## config.mk

```make
export PLATFORM = sky130hd
export DESIGN_NAME = a1335_angle_poller_flat
export DESIGN_NICKNAME = d
export VERILOG_FILES = /design/src/rtl/a1335_angle_poller_if.sv /design/src/rtl/a1335_angle_poller.sv /design/src/flat_wrapper.sv
export SDC_FILE = /design/constraint.sdc
export NUM_CORES = 1
export LEC_CHECK = 0
export CAP_MARGIN = 20
export CORE_ASPECT_RATIO = 0.8
export CORE_MARGIN = 3
export CORE_UTILIZATION = 51
export CTS_CLUSTER_DIAMETER = 200
export DETAILED_ROUTE_END_ITERATION = 10
export GPL_TIMING_DRIVEN = 1
export HOLD_SLACK_MARGIN = 0.08
export PLACE_DENSITY = 0.82
export SYNTH_ARGS = -nofsm -noshare
export SYNTH_HDL_FRONTEND = slang
export SYNTH_SLANG_ARGS = --single-unit
```

## constraint.sdc

```tcl
create_clock -name clock -period 10.7 [get_ports clock]
set_input_delay 2.14 -clock clock [delete_from_list [all_inputs] [get_ports clock]]
set_output_delay 2.14 -clock clock [all_outputs]
set_load 0.02 [all_outputs]
```

## src/rtl/a1335_angle_poller_if.sv

```systemverilog
// ----------------------------------------------------------------------------
// a1335_angle_poller_if
//
// Request/complete link between the angle poller (master) and the A1335 I2C
// angle reader (slave).
//
// Handshake: the master raises read_angle for exactly one clock to request a
// read of device_id. It only does this while done is high, because done high
// means the reader is idle. The reader acknowledges by dropping done. It
// raises done again when the transfer has finished. angle is valid for as
// long as done stays high after that completion. device_id does not change
// from the request until the result has been consumed.
//
// Signals:
//   read_angle  master->slave  one-cycle request pulse
//   device_id   master->slave  7-bit I2C address of the sensor being read
//   done        slave->master  high while the reader is idle / complete
//   angle       slave->master  12-bit angle result
// ----------------------------------------------------------------------------
interface a1335_angle_poller_if;
    logic        read_angle;
    logic [6:0]  device_id;
    logic        done;
    logic [11:0] angle;

    modport master (output read_angle, output device_id, input done, input angle);
    modport slave  (input read_angle, input device_id, output done, output angle);
endinterface

```

## src/rtl/a1335_angle_poller.sv

```systemverilog
// ----------------------------------------------------------------------------
// a1335_angle_poller
//
// Polls NUM_SENSORS A1335 angle sensors at consecutive I2C addresses through
// the angle reader. The poller tracks each sensor's 12-bit angle and unwraps
// it into a signed 32-bit multi-turn position. Per-sensor valid flags, a
// saturating timeout counter and a one-cycle sample strobe are provided for
// the downstream control logic.
//
// Ports:
//   clock, reset     system clock, asynchronous active-high reset
//   enable           polling enabled
//   period           cycles between successive request starts (0 = back-to-back)
//   rdr              reader link (master modport): read_angle, device_id, done, angle
//   position         signed positions, sensor i at [32i+31:32i]
//   valid            bit i set while sensor i holds a good sample
//   sample_strobe    one-cycle pulse when a position updates
//   sensor_index     sensor that was just updated, valid with sample_strobe
//   timeout_count    aborted transactions, saturating at 16'hFFFF
//   debug_state      current FSM state
// ----------------------------------------------------------------------------
module a1335_angle_poller #(
    parameter int         NUM_SENSORS    = 4,
    parameter logic [6:0] BASE_ADDR      = 7'h0C,
    parameter int         TIMEOUT_CYCLES = 100000
) (
    input  logic                        clock,
    input  logic                        reset,
    input  logic                        enable,
    input  logic [31:0]                 period,
    a1335_angle_poller_if.master        rdr,
    output logic [32*NUM_SENSORS-1:0]   position,
    output logic [NUM_SENSORS-1:0]      valid,
    output logic                        sample_strobe,
    output logic [2:0]                  sensor_index,
    output logic [15:0]                 timeout_count,
    output logic [2:0]                  debug_state
);

    typedef enum logic [2:0] {
        IDLE      = 3'd0,
        ISSUE     = 3'd1,
        WAIT_BUSY = 3'd2,
        WAIT_DONE = 3'd3,
        UPDATE    = 3'd4,
        ABORT     = 3'd5,
        NEXT      = 3'd6
    } state_t;

    localparam logic [31:0] TMO_LOAD   = 32'(TIMEOUT_CYCLES);
    localparam logic [2:0]  LAST_INDEX = 3'(NUM_SENSORS - 1);

    state_t                      state;
    logic [2:0]                  index;
    logic [31:0]                 period_cnt;
    logic [31:0]                 tmo_cnt;
    logic [11:0]                 angle_cap;
    logic [12*NUM_SENSORS-1:0]   last_angle;
    logic                        read_angle_r;
    logic [6:0]                  device_id_r;

    logic [NUM_SENSORS-1:0]      sel_mask;
    logic [31:0]                 cur_pos;
    logic [11:0]                 cur_last;
    logic                        cur_valid;
    logic [11:0]                 delta;
    logic [31:0]                 upd_pos;
    logic [2:0]                  next_index;
    logic                        period_met;

    assign rdr.read_angle = read_angle_r;
    assign rdr.device_id  = device_id_r;
    assign debug_state    = state;

    assign sel_mask   = NUM_SENSORS'(1) << index;
    assign next_index = (index == LAST_INDEX) ? 3'd0 : index + 3'd1;

    // period_cnt holds the number of cycles since the last ISSUE. A NEXT
    // cycle with period_cnt+1 >= period therefore places the following ISSUE
    // exactly `period` cycles after the previous one.
    assign period_met = ({1'b0, period_cnt} + 33'd1) >= {1'b0, period};

    // Select the current sensor's stored state.
    always_comb begin
        cur_pos   = '0;
        cur_last  = '0;
        cur_valid = 1'b0;
        for (int i = 0; i < NUM_SENSORS; i++) begin
            if (sel_mask[i]) begin
                cur_pos   = position[32*i +: 32];
                cur_last  = last_angle[12*i +: 12];
                cur_valid = valid[i];
            end
        end
    end

    // Subtracting modulo 4096 and sign-extending gives the shortest signed
    // step across the 0/4095 wrap. A step of exactly half a turn reads as -2048.
    assign delta   = angle_cap - cur_last;
    assign upd_pos = cur_pos + {{20{delta[11]}}, delta};

    always_ff @(posedge clock or posedge reset) begin
        if (reset) begin
            state         <= IDLE;
            index         <= '0;
            period_cnt    <= '0;
            tmo_cnt       <= '0;
            angle_cap     <= '0;
            last_angle    <= '0;
            read_angle_r  <= 1'b0;
            device_id_r   <= BASE_ADDR;
            position      <= '0;
            valid         <= '0;
            sample_strobe <= 1'b0;
            sensor_index  <= '0;
            timeout_count <= '0;
        end else begin
            read_angle_r  <= 1'b0;
            sample_strobe <= 1'b0;
            if (state != IDLE && state != ISSUE && period_cnt != '1)
                period_cnt <= period_cnt + 32'd1;

            case (state)
                IDLE: begin
                    period_cnt <= '0;
                    if (enable && rdr.done) begin
                        read_angle_r <= 1'b1;
                        device_id_r  <= BASE_ADDR + {4'd0, index};
                        state        <= ISSUE;
                    end
                end
                ISSUE: begin
                    tmo_cnt    <= TMO_LOAD;
                    period_cnt <= 32'd1;
                    state      <= WAIT_BUSY;
                end
                WAIT_BUSY: begin
                    if (!rdr.done) begin
                        tmo_cnt <= TMO_LOAD;
                        state   <= WAIT_DONE;
                    end else if (tmo_cnt <= 32'd1) begin
                        state <= ABORT;
                    end else begin
                        tmo_cnt <= tmo_cnt - 32'd1;
                    end
                end
                WAIT_DONE: begin
                    if (rdr.done) begin
                        angle_cap <= rdr.angle;
                        state     <= UPDATE;
                    end else if (tmo_cnt <= 32'd1) begin
                        state <= ABORT;
                    end else begin
                        tmo_cnt <= tmo_cnt - 32'd1;
                    end
                end
                UPDATE: begin
                    for (int i = 0; i < NUM_SENSORS; i++) begin
                        if (sel_mask[i]) begin
                            position[32*i +: 32]   <= cur_valid ? upd_pos : {20'd0, angle_cap};
                            last_angle[12*i +: 12] <= angle_cap;
                        end
                    end
                    valid         <= valid | sel_mask;
                    sample_strobe <= 1'b1;
                    sensor_index  <= index;
                    index         <= next_index;
                    state         <= NEXT;
                end
                ABORT: begin
                    valid <= valid & ~sel_mask;
                    if (timeout_count != 16'hFFFF)
                        timeout_count <= timeout_count + 16'd1;
                    index <= next_index;
                    state <= NEXT;
                end
                NEXT: begin
                    if (!enable) begin
                        state <= IDLE;
                    end else if (period_met && rdr.done) begin
                        read_angle_r <= 1'b1;
                        device_id_r  <= BASE_ADDR + {4'd0, index};
                        state        <= ISSUE;
                    end
                end
                default: state <= IDLE;
            endcase
        end
    end

endmodule

```

## src/flat_wrapper.sv

```systemverilog
// flat-port wrapper written by rule: the top's interface ports become plain ports
module a1335_angle_poller_flat 
#(
    parameter int         NUM_SENSORS    = 4,
    parameter logic [6:0] BASE_ADDR      = 7'h0C,
    parameter int         TIMEOUT_CYCLES = 100000
)
  (clock, reset, enable, period, position, valid, sample_strobe, sensor_index, timeout_count, debug_state, rdr_read_angle, rdr_device_id, rdr_done, rdr_angle);
  a1335_angle_poller_if rdr_i ();
  input  logic clock;
  input  logic reset;
  input  logic enable;
  input  logic [31:0] period;
  output logic [32*NUM_SENSORS-1:0] position;
  output logic [NUM_SENSORS-1:0] valid;
  output logic sample_strobe;
  output logic [2:0] sensor_index;
  output logic [15:0] timeout_count;
  output logic [2:0] debug_state;
  output wire logic [$bits(rdr_i.read_angle)-1:0] rdr_read_angle;
  output wire logic [$bits(rdr_i.device_id)-1:0] rdr_device_id;
  input wire logic [$bits(rdr_i.done)-1:0] rdr_done;
  input wire logic [$bits(rdr_i.angle)-1:0] rdr_angle;
  assign rdr_read_angle = rdr_i.read_angle;
  assign rdr_device_id = rdr_i.device_id;
  assign rdr_i.done = rdr_done;
  assign rdr_i.angle = rdr_angle;
  a1335_angle_poller #(.NUM_SENSORS(NUM_SENSORS), .BASE_ADDR(BASE_ADDR), .TIMEOUT_CYCLES(TIMEOUT_CYCLES)) u_core (.clock(clock), .reset(reset), .enable(enable), .period(period), .rdr(rdr_i), .position(position), .valid(valid), .sample_strobe(sample_strobe), .sensor_index(sensor_index), .timeout_count(timeout_count), .debug_state(debug_state));
endmodule
```

Yosys cells after proc, flatten, opt, wreduce, memory -nomap -nowiden:

Cells that the tools add are included.

* register bits after elaboration: 290

* $add $sub $neg: 8
* equal/unequal tests: 15
* reductions and logical operators: 20
* order comparisons: 2
* mux-type cells: 37
* bitwise gates (word level): 3
* shifts and indexed selects: 1

Operators by type and width (count)
* $mux W32: 9
* $pmux W32 S3: 1
* $pmux W32 S2: 1
* $mux W12: 4
* $add A32 B1 Y33 const B: 1
* $ge A33 B32 Y1: 1
* $add A32 B1 Y32 const B: 1
* $add A32 B32 Y32: 1
* $le A32 B1 Y1 const B: 1
* $ne A32 B32 Y1 const B: 1
* $sub A32 B1 Y32 const B: 1
* $mux W3: 7
* $mux W7: 3
* $pmux W3 S6: 1
* $add A16 B1 Y16 const B: 1
* $ne A16 B16 Y1 const B: 1
* $reduce_and A2 Y1: 8
* $pmux W7 S2: 1
* $sub A12 B12 Y12: 1
* $eq A3 B2 Y1 const B: 3
* $eq A3 B3 Y1 const B: 3
* $reduce_bool A3 Y1: 3
* $mux W1: 8
* $pmux W4 S2: 1
* 17 further kinds: 23

Depth between registers and ports, before layout:

Gate-level depths: netlist of the first run.

* word-level depth: 8
* mapped depth: 34
* mapped depth without buffers: 31

Worst setup path after synthesis of the first run:

Ideal clock, no wire load.

* path kind: flip-flop to flip-flop
* from: register u_core.index[0]
* to: register u_core.position[123]
* cell stages (with the launch flop): 30
* arrival: 6.151 ns
* slack: 4.484 ns
* period minus slack after synthesis: 6.216 ns
* setup time: 0.065 ns
* data required time: 10.635 ns
* path buffers: 4
* cell sequence: dfrtp_1 inv_1 ha_1 buf_1 inv_2 nor2_1 clkbuf_1 a221oi_1 nor3_1 a21oi_1 ha_1 a21oi_1 nand2_1 a211o_1 o21a_2 nor2_4 buf_6 buf_2 ha_1 a21oi_1 o21bai_1 a21o_1 a21o_1 a21o_1 maj3_2 a21oi_1 o21ai_1 or3_1 a21oi_2 mux2_2

* longest elaborated chain between the ends: 8
* elaborated cells on any way between the ends: 17
* those cells by class: add/sub (2); shift (1); mux (13); reduce/logical (1)

RTL lines
* from (decl): line a1335_angle_poller.sv:54 `logic [2:0] index;`
* from (signal assigned): line a1335_angle_poller.sv:167 `index <= next_index;`
* from (signal assigned): line a1335_angle_poller.sv:174 `index <= next_index;`
* $shl A1 B3 Y4 *: line a1335_angle_poller.sv:75 `assign sel_mask = NUM_SENSORS'(1) << index;`
* $mux W12 (4 in a row): line a1335_angle_poller.sv:89 `if (sel_mask[i]) begin`
* $sub A12 B12 Y12: line a1335_angle_poller.sv:99 `assign delta = angle_cap - cur_last;`
* $add A32 B32 Y32: line a1335_angle_poller.sv:100 `assign upd_pos = cur_pos + {{20{delta[11]}}, delta};`
* $mux W32: line a1335_angle_poller.sv:160 `position[32*i +: 32] <= cur_valid ? upd_pos : {20'd0, angle_cap};`
* to (signal, indexed assignment): line a1335_angle_poller.sv:160
* to (decl): line a1335_angle_poller.sv:32 `output logic [32*NUM_SENSORS-1:0] position,`

Mark *: on every way between the ends. The rest lies on a longest branch, timed or not.
A chain may end at the register's enable or synchronous reset.

Worst setup path after layout of the first run:

Same ends and word-level chain as after synthesis.

==> reports/summary.txt, run 1 <==
Proportion of layout cells with a drive suffix above 1 = 9.45%
Fillers = 2468
Setup ws final = 3.39 ns
RSZ-0062 raised after global routing = no
M2 GR Usage = 41.4%
Die H = 165 um
DR DRC count = 0
Port bufs = 208
CTS tree = done
Antenna violations before repair = 0
Final setup viols = 0
Routed Antenna Nets = 0
CP Class = reg2reg
Clock skew = 0.0156 ns
Worst setup EP type = register
Slew HR = 25.3%
Largest net degree at the start of global routing = 153
CP max stage cell = ha_1
H-tree levels = 1
CP bufs+invs = 3
Min-Delay Path Class = reg2reg
Starting DRT DRC Count = 1457
Die area = 0.0339 sq mm
Synth Cell Area = 0.0162 sq mm
Post-cts gate resize count = 0
Slowest stage delay, CP = 0.63 ns
Status = complete, no violations
Detailed-router iteration count before antenna repair = 7
GRT busiest layer = met2
Slew of the pin with the lowest slew margin = 1.12 ns
Clk buf depth = 3
GRT Total Usage = 27.2%
N_diodes = 0
Final HPWL DP = 33.3 mm
Minimum clock period = 7.31 ns
Endpoints failing hold = 0
Most frequent cells after synthesis = 286 x dfrtp_1, 206 x nand2_1, 127 x nor2_1
Final period utilization = 68.3%
Fmax = 0.137 GHz
Most common cell in the netlist = dfrtp_1
# IOs = 211
Synth top area share = 44.2%
Pre-CTS setup slack = 3.68 ns
Setup tns final = 0 ns
Grt met3 use = 5.86%
Drt wl/cell = 20.5 um
Met1 Use GR = 40.0%
Most used cell, CP = a21oi_1
Sequential area share after synthesis = 44.4%
Largest fanout on the critical path = 44
CORE AREA = 0.0308 sq mm
Avg Cell Area, Syn = 9.46 sq um
Kind of cell adding the most delay to the critical path = compound AO/OA/AOI/OAI gates
Die width = 205 um
Synth Register Bits = 287
Slew Limit Fails = 0
Clock tree root buffer cell = clkbuf_16
Grt ovf = 0
Nets = 2011
Max_cap viols = 0
Final cell count without fillers = 2317
Number of flops mapped to enable cells by yosys = 0
CP required = 11.19 ns
Clock sink total = 287
Vias in the first global route = 13600
Vias = 14100
Synth top area cells = dfrtp_1 44%, ha_1 6.1%, nand2_1 4.8%
Startpoint Class = register
Worst Path Arrival = 7.79 ns
Row Count = 57
Placed insts = 2263
RD Place Congestion = 0.927
P&R area growth vs syn = 21.4%
Synth warn = 0
CTS buffer count = 30
Gate Count Post-Synth = 1710
Worst-Skew Late Latency = 0.56 ns
Postcts setup bufs = 0
Initial Utilization = 52.5%
Async set-reset flop share out of synthesis = 100%
Cell taking the most area after synthesis = dfrtp_1
Clock transition at path regs = 0.06 ns
Post-CTS Hold Buffers = 0
DR vias/cell = 6.07
Top FF cell, synth = dfrtp_1
Distinct cells, synth = 87
DRT Wirelength = 47.4 mm
First-pass GRT wire length = 74.2 mm
## cell families after synthesis
group           synth area share [%]
fa+ha+maj                       6.50
mux                             4.76
simple gates                    15.4
other cells                   0.0232
compound gates                  18.8
buf+inv                         4.33
flops                           44.4
xor+xnor                        5.88
## final cells by class
type / instances / area [sq um] / share of cell area [%]
multi-input combinational: 1244 / 8340 / 42.4
sequential: 287 / 7180 / 36.6
timing repair buffer: 226 / 2230 / 11.3
clock buffer: 37 / 828 / 4.21
tap: 413 / 517 / 2.63
inverter: 93 / 357 / 1.81
clock inverter: 17 / 200 / 1.02
## placed cells by master, fill, tap and decap left out, drive strengths merged, types with 37 or more instances in the layout
master / n
dfrtp: 286
clkdlybuf4s50: 208
nand2: 206
o21ai: 131
nor2: 129
a21oi: 104
inv: 95
ha: 79
mux2: 64
xnor2: 60
xor2: 47
a221oi: 42
o31ai: 40
nand3: 39
clkbuf: 37
## sequential cells by signal, indices dropped and copies added, names as in the netlist, named ones only
register,count
u_core.last_angle,48
u_core.rdr.device_id,4
u_core.timeout_count,16
u_core.sample_strobe,1
u_core.tmo_cnt,32
u_core.index,3
u_core.period_cnt,32
u_core.sensor_index,3
u_core.angle_cap,12
u_core.debug_state,3
u_core.rdr.read_angle,1
u_core.position,128
## layer usage
layer	share of wire, %	vias up
met5	0	-
met4	1.9	0
met3	8.9	81
met2	45	672
met1	44	6874
li1	-	6429
## worst register-to-register path: stages (launching register included)
cell      delay, ns
dfrtp_1        0.44
ha_1           0.63
inv_1          0.21
nor2_4         0.62
buf_4          0.56
nor3_1         0.19
a21oi_1        0.15
ha_1           0.31
a21oi_1        0.18
nand2_1        0.07
a211o_1        0.34
o21a_2         0.29
nor2_4         0.08
buf_4          0.43
ha_1           0.39
a21oi_1        0.24
o21bai_1       0.09
a21o_1         0.19
a21o_1         0.20
a21o_1         0.19
maj3_2         0.31
a21oi_1        0.15
o21ai_1        0.16
or3_1          0.42
a21oi_2        0.22
mux2_2         0.19
## worst paths after layout
path | start | to | slack [ns] | cells past startpoint
worst min-delay path | u_core.last_angle[23]$_DFFE_PP0P_ | u_core.last_angle[23]$_DFFE_PP0P_ | 0.49 | 2
worst max register to register | u_core.index[0]$_DFFE_PP0P_ | u_core.position[123]$_DFFE_PP0P_ | 3.39 | 25
max in group asynchronous | reset | u_core.position[121]$_DFFE_PP0P_ | 7.26 | 3
worst max-delay path | u_core.index[0]$_DFFE_PP0P_ | u_core.position[123]$_DFFE_PP0P_ | 3.39 | 25
min in group asynchronous | reset | u_core.timeout_count[0]$_DFFE_PP0P_ | 2.12 | 2
worst min register to register | u_core.last_angle[23]$_DFFE_PP0P_ | u_core.last_angle[23]$_DFFE_PP0P_ | 0.49 | 2
## stage by stage
stage	hold WS [ns]	area, sq um	utilization (%)
6_report	0.490	19700	63.8
5_1_grt	0.519	19700	63.8
4_1_cts	0.488	19700	63.8
3_5_place_dp	0.475	18600	60.4
3_3_place_gp	0.463	18600	60.4
2_1_floorplan	0.443	16200	-
Power of run 1 is left out: the tool's default activity adds up to more than one toggle a clock period on the data nets, which glitch-free logic cannot reach.
==> run 2: changes to the inputs <==
--- a/config.mk
+++ b/config.mk
@@ -8,12 +8,12 @@
 export CAP_MARGIN = 20
 export CORE_ASPECT_RATIO = 0.8
 export CORE_MARGIN = 3
-export CORE_UTILIZATION = 51
+export CORE_UTILIZATION = 55
 export CTS_CLUSTER_DIAMETER = 200
 export DETAILED_ROUTE_END_ITERATION = 10
 export GPL_TIMING_DRIVEN = 1
 export HOLD_SLACK_MARGIN = 0.08
-export PLACE_DENSITY = 0.82
+export PLACE_DENSITY = 0.84
 export SYNTH_ARGS = -nofsm -noshare
 export SYNTH_HDL_FRONTEND = slang
 export SYNTH_SLANG_ARGS = --single-unit
==> constraint.sdc (replaced) <==
create_clock -name clock -period 7.5 [get_ports clock]
set_input_delay 1.5 -clock clock [delete_from_list [all_inputs] [get_ports clock]]
set_output_delay 1.5 -clock clock [all_outputs]
set_load 0.02 [all_outputs]
==> run 2 against run 1 <==
Compared with the run above: design area decreased by 0.42%; core utilization increased by 4.6 points; setup slack got worse by 2.8 ns; worst hold slack got worse by 0.0099 ns; sequential share of layout area increased by 0.15 points.
==> reports/summary.txt, run 2 (synthesis gave the netlist of run 1 again) <==
Reg2Reg Setup Slack = 0.62 ns (-2.77 ns)
R2r endpoint = u_core.position[93]$_DFFE_PP0P_
CTS tree = done
Die area = 0.0315 sq mm (-7.0%)
Die width = 198 um (-3.6%)
Fmax = 0.145 GHz (+6.2%)
Final setup viols = 0 (unchanged)
GRT Total Usage = 29.5% (+2.3 points)
Detailed-router iteration count before antenna repair = 5 (-2)
First-pass GRT wire length = 75.4 mm (+1.6%)
Starting DRT DRC Count = 1348 (-7.5%)
Placed insts = 2231 (-1.4%)
CP Class = reg2reg
Clock tree root buffer cell = clkbuf_16
Fillers = 2194 (-11%)
Max_cap viols = 0 (unchanged)
Initial Utilization = 56.5% (+4.0 points)
Cells on worst reg2reg path = 25 (unchanged)
Setup tns final = 0 ns (unchanged)
Endpoints failing hold = 0 (unchanged)
CORE AREA = 0.0286 sq mm (-7.1%)
Hold path cells = 2 (unchanged)
Nets = 2021 (+0.50%)
Grt ovf = 0 (unchanged)
Min-Delay Path Class = reg2reg
Final cell count without fillers = 2280 (-1.6%)
Pre-CTS setup slack = 0.749 ns (-2.93 ns)
Port bufs = 208 (unchanged)
Clk buf depth = 3 (unchanged)
Die H = 159 um (-3.6%)
Biggest regs = u_core.position x128, u_core.last_angle x48
Slew Limit Fails = 0 (unchanged)
Startpoint Class = register
N_diodes = 0 (unchanged)
Top reg by flops = u_core.position
Clock skew = 0.0104 ns (-0.00521 ns)
Slew of the pin with the lowest slew margin = 1.03 ns (-0.0913 ns)
CTS buffer count = 29 (-3.3%)
Clock sink total = 287 (unchanged)
Slew HR = 31.0% (+5.7 points)
Antenna violations before repair = 0 (unchanged)
Worst setup EP type = register
H-tree levels = 1 (unchanged)
CP required = 7.92 ns (-3.27 ns)
Setup crit start = u_core.index[1]$_DFFE_PP0P_
RD Place Congestion = 0.970 (+4.6%)
Proportion of layout cells with a drive suffix above 1 = 9.48% (+0.023 points)
Most common cell after layout, fill and taps aside = dfrtp_1
Row Count = 55 (-3.5%)
Final period utilization = 91.7% (+23 points)
Largest net degree at the start of global routing = 164 (+7.2%)
Vias in the first global route = 13500 (-0.40%)
Postcts setup bufs = 0 (unchanged)
Minimum clock period = 6.88 ns (-0.429 ns)
DR DRC count = 0 (unchanged)
Most frequent cells in the layout = 286 x dfrtp_1, 208 x clkdlybuf4s50_1, 203 x nand2_1
R2R Path Start = u_core.index[1]$_DFFE_PP0P_
Vias = 14000 (-0.24%)
Max reg flops = 128 (unchanged)
Final HPWL DP = 34.2 mm (+2.6%)
Hold Path Origin = u_core.rdr.device_id[3]$_DFFE_PP1P_
Post-CTS Hold Buffers = 0 (unchanged)
Worst Path Arrival = 7.29 ns (-0.50 ns)
Largest fanout on the critical path = 21 (-52%)
Status = complete, no violations
Hold-critical path endpoint = u_core.rdr.device_id[3]$_DFFE_PP1P_
Drt wl/cell = 20.8 um (+1.7%)
Clock transition at path regs = 0.06 ns (about the same)
Post-cts gate resize count = 0 (unchanged)
Setup ws final = 0.624 ns (-2.77 ns)
DR vias/cell = 6.15 (+1.4%)
P&R area growth vs syn = 20.9%
Worst-Skew Late Latency = 0.55 ns (about the same)
# IOs = 211 (unchanged)
RSZ-0062 raised after global routing = no
DRT Wirelength = 47.4 mm (about the same)
Routed Antenna Nets = 0 (unchanged)
==> run 2: worst max-delay path by stage <==
stage	slack (ns)	endpoint
after floorplan	1.28	u_core.position[91]$_DFFE_PP0P_
after global placement	1.11	u_core.position[29]$_DFFE_PP0P_
after detailed placement	0.75	u_core.position[29]$_DFFE_PP0P_
after CTS	0.70	u_core.position[93]$_DFFE_PP0P_
after global routing	0.15	u_core.position[93]$_DFFE_PP0P_
final	0.62	u_core.position[93]$_DFFE_PP0P_
==> run 2: worst max-delay path, cell delays in order, from the launching register on <==
cell and delay, ns:
dfrtp_1 0.41, inv_1 0.10, ha_1 0.41, nor2_2 0.87
a221oi_1 0.19, o31ai_1 0.27, ha_1 0.24, fa_1 0.22
nor2b_1 0.05, o21ai_0 0.19, a21boi_0 0.15, o21ai_0 0.22
nand2_1 0.11, xor2_1 0.17, ha_1 0.37, a2111oi_0 0.39
o21ai_1 0.20, a41oi_1 0.41, o41ai_1 0.15, nand2_1 0.08
o2bb2ai_1 0.13, or4_4 0.54, a41o_1 0.25, a21oi_2 0.15
xor2_1 0.31, o21ai_1 0.14
==> run 2: cell type report <==
| type | instances | area [sq um] | share of cell area [%] |
|---|---|---|---|
| inverters | 93 | 353 | 1.80 |
| clock inverters | 4 | 55.1 | 0.281 |
| repair buffers | 237 | 2310 | 11.8 |
| clock buffers | 45 | 866 | 4.42 |
| well taps | 370 | 463 | 2.37 |
| multi-input cells | 1244 | 8340 | 42.6 |
| flip-flops and latches | 287 | 7180 | 36.7 |
==> run 2: layer usage <==
layer  track usage (%)  vias up  wire (um)
li1                  -     6441          -
met1              44.7     6902      21800
met2              45.4      617      21300
met3              4.68       62       3510
met4              5.59        0        795
met5                 0        -          0
==> run 2: per-stage QoR <==
step	hold slack (ns)	instance area, sq um	util, %
2_1_floorplan	0.443	16200	-
3_3_place_gp	0.467	18600	65.1
3_5_place_dp	0.476	18600	65.1
4_1_cts	0.485	19600	68.4
5_1_grt	0.519	19600	68.4
6_report	0.480	19600	68.4
Power of run 2 is left out for the same reason.
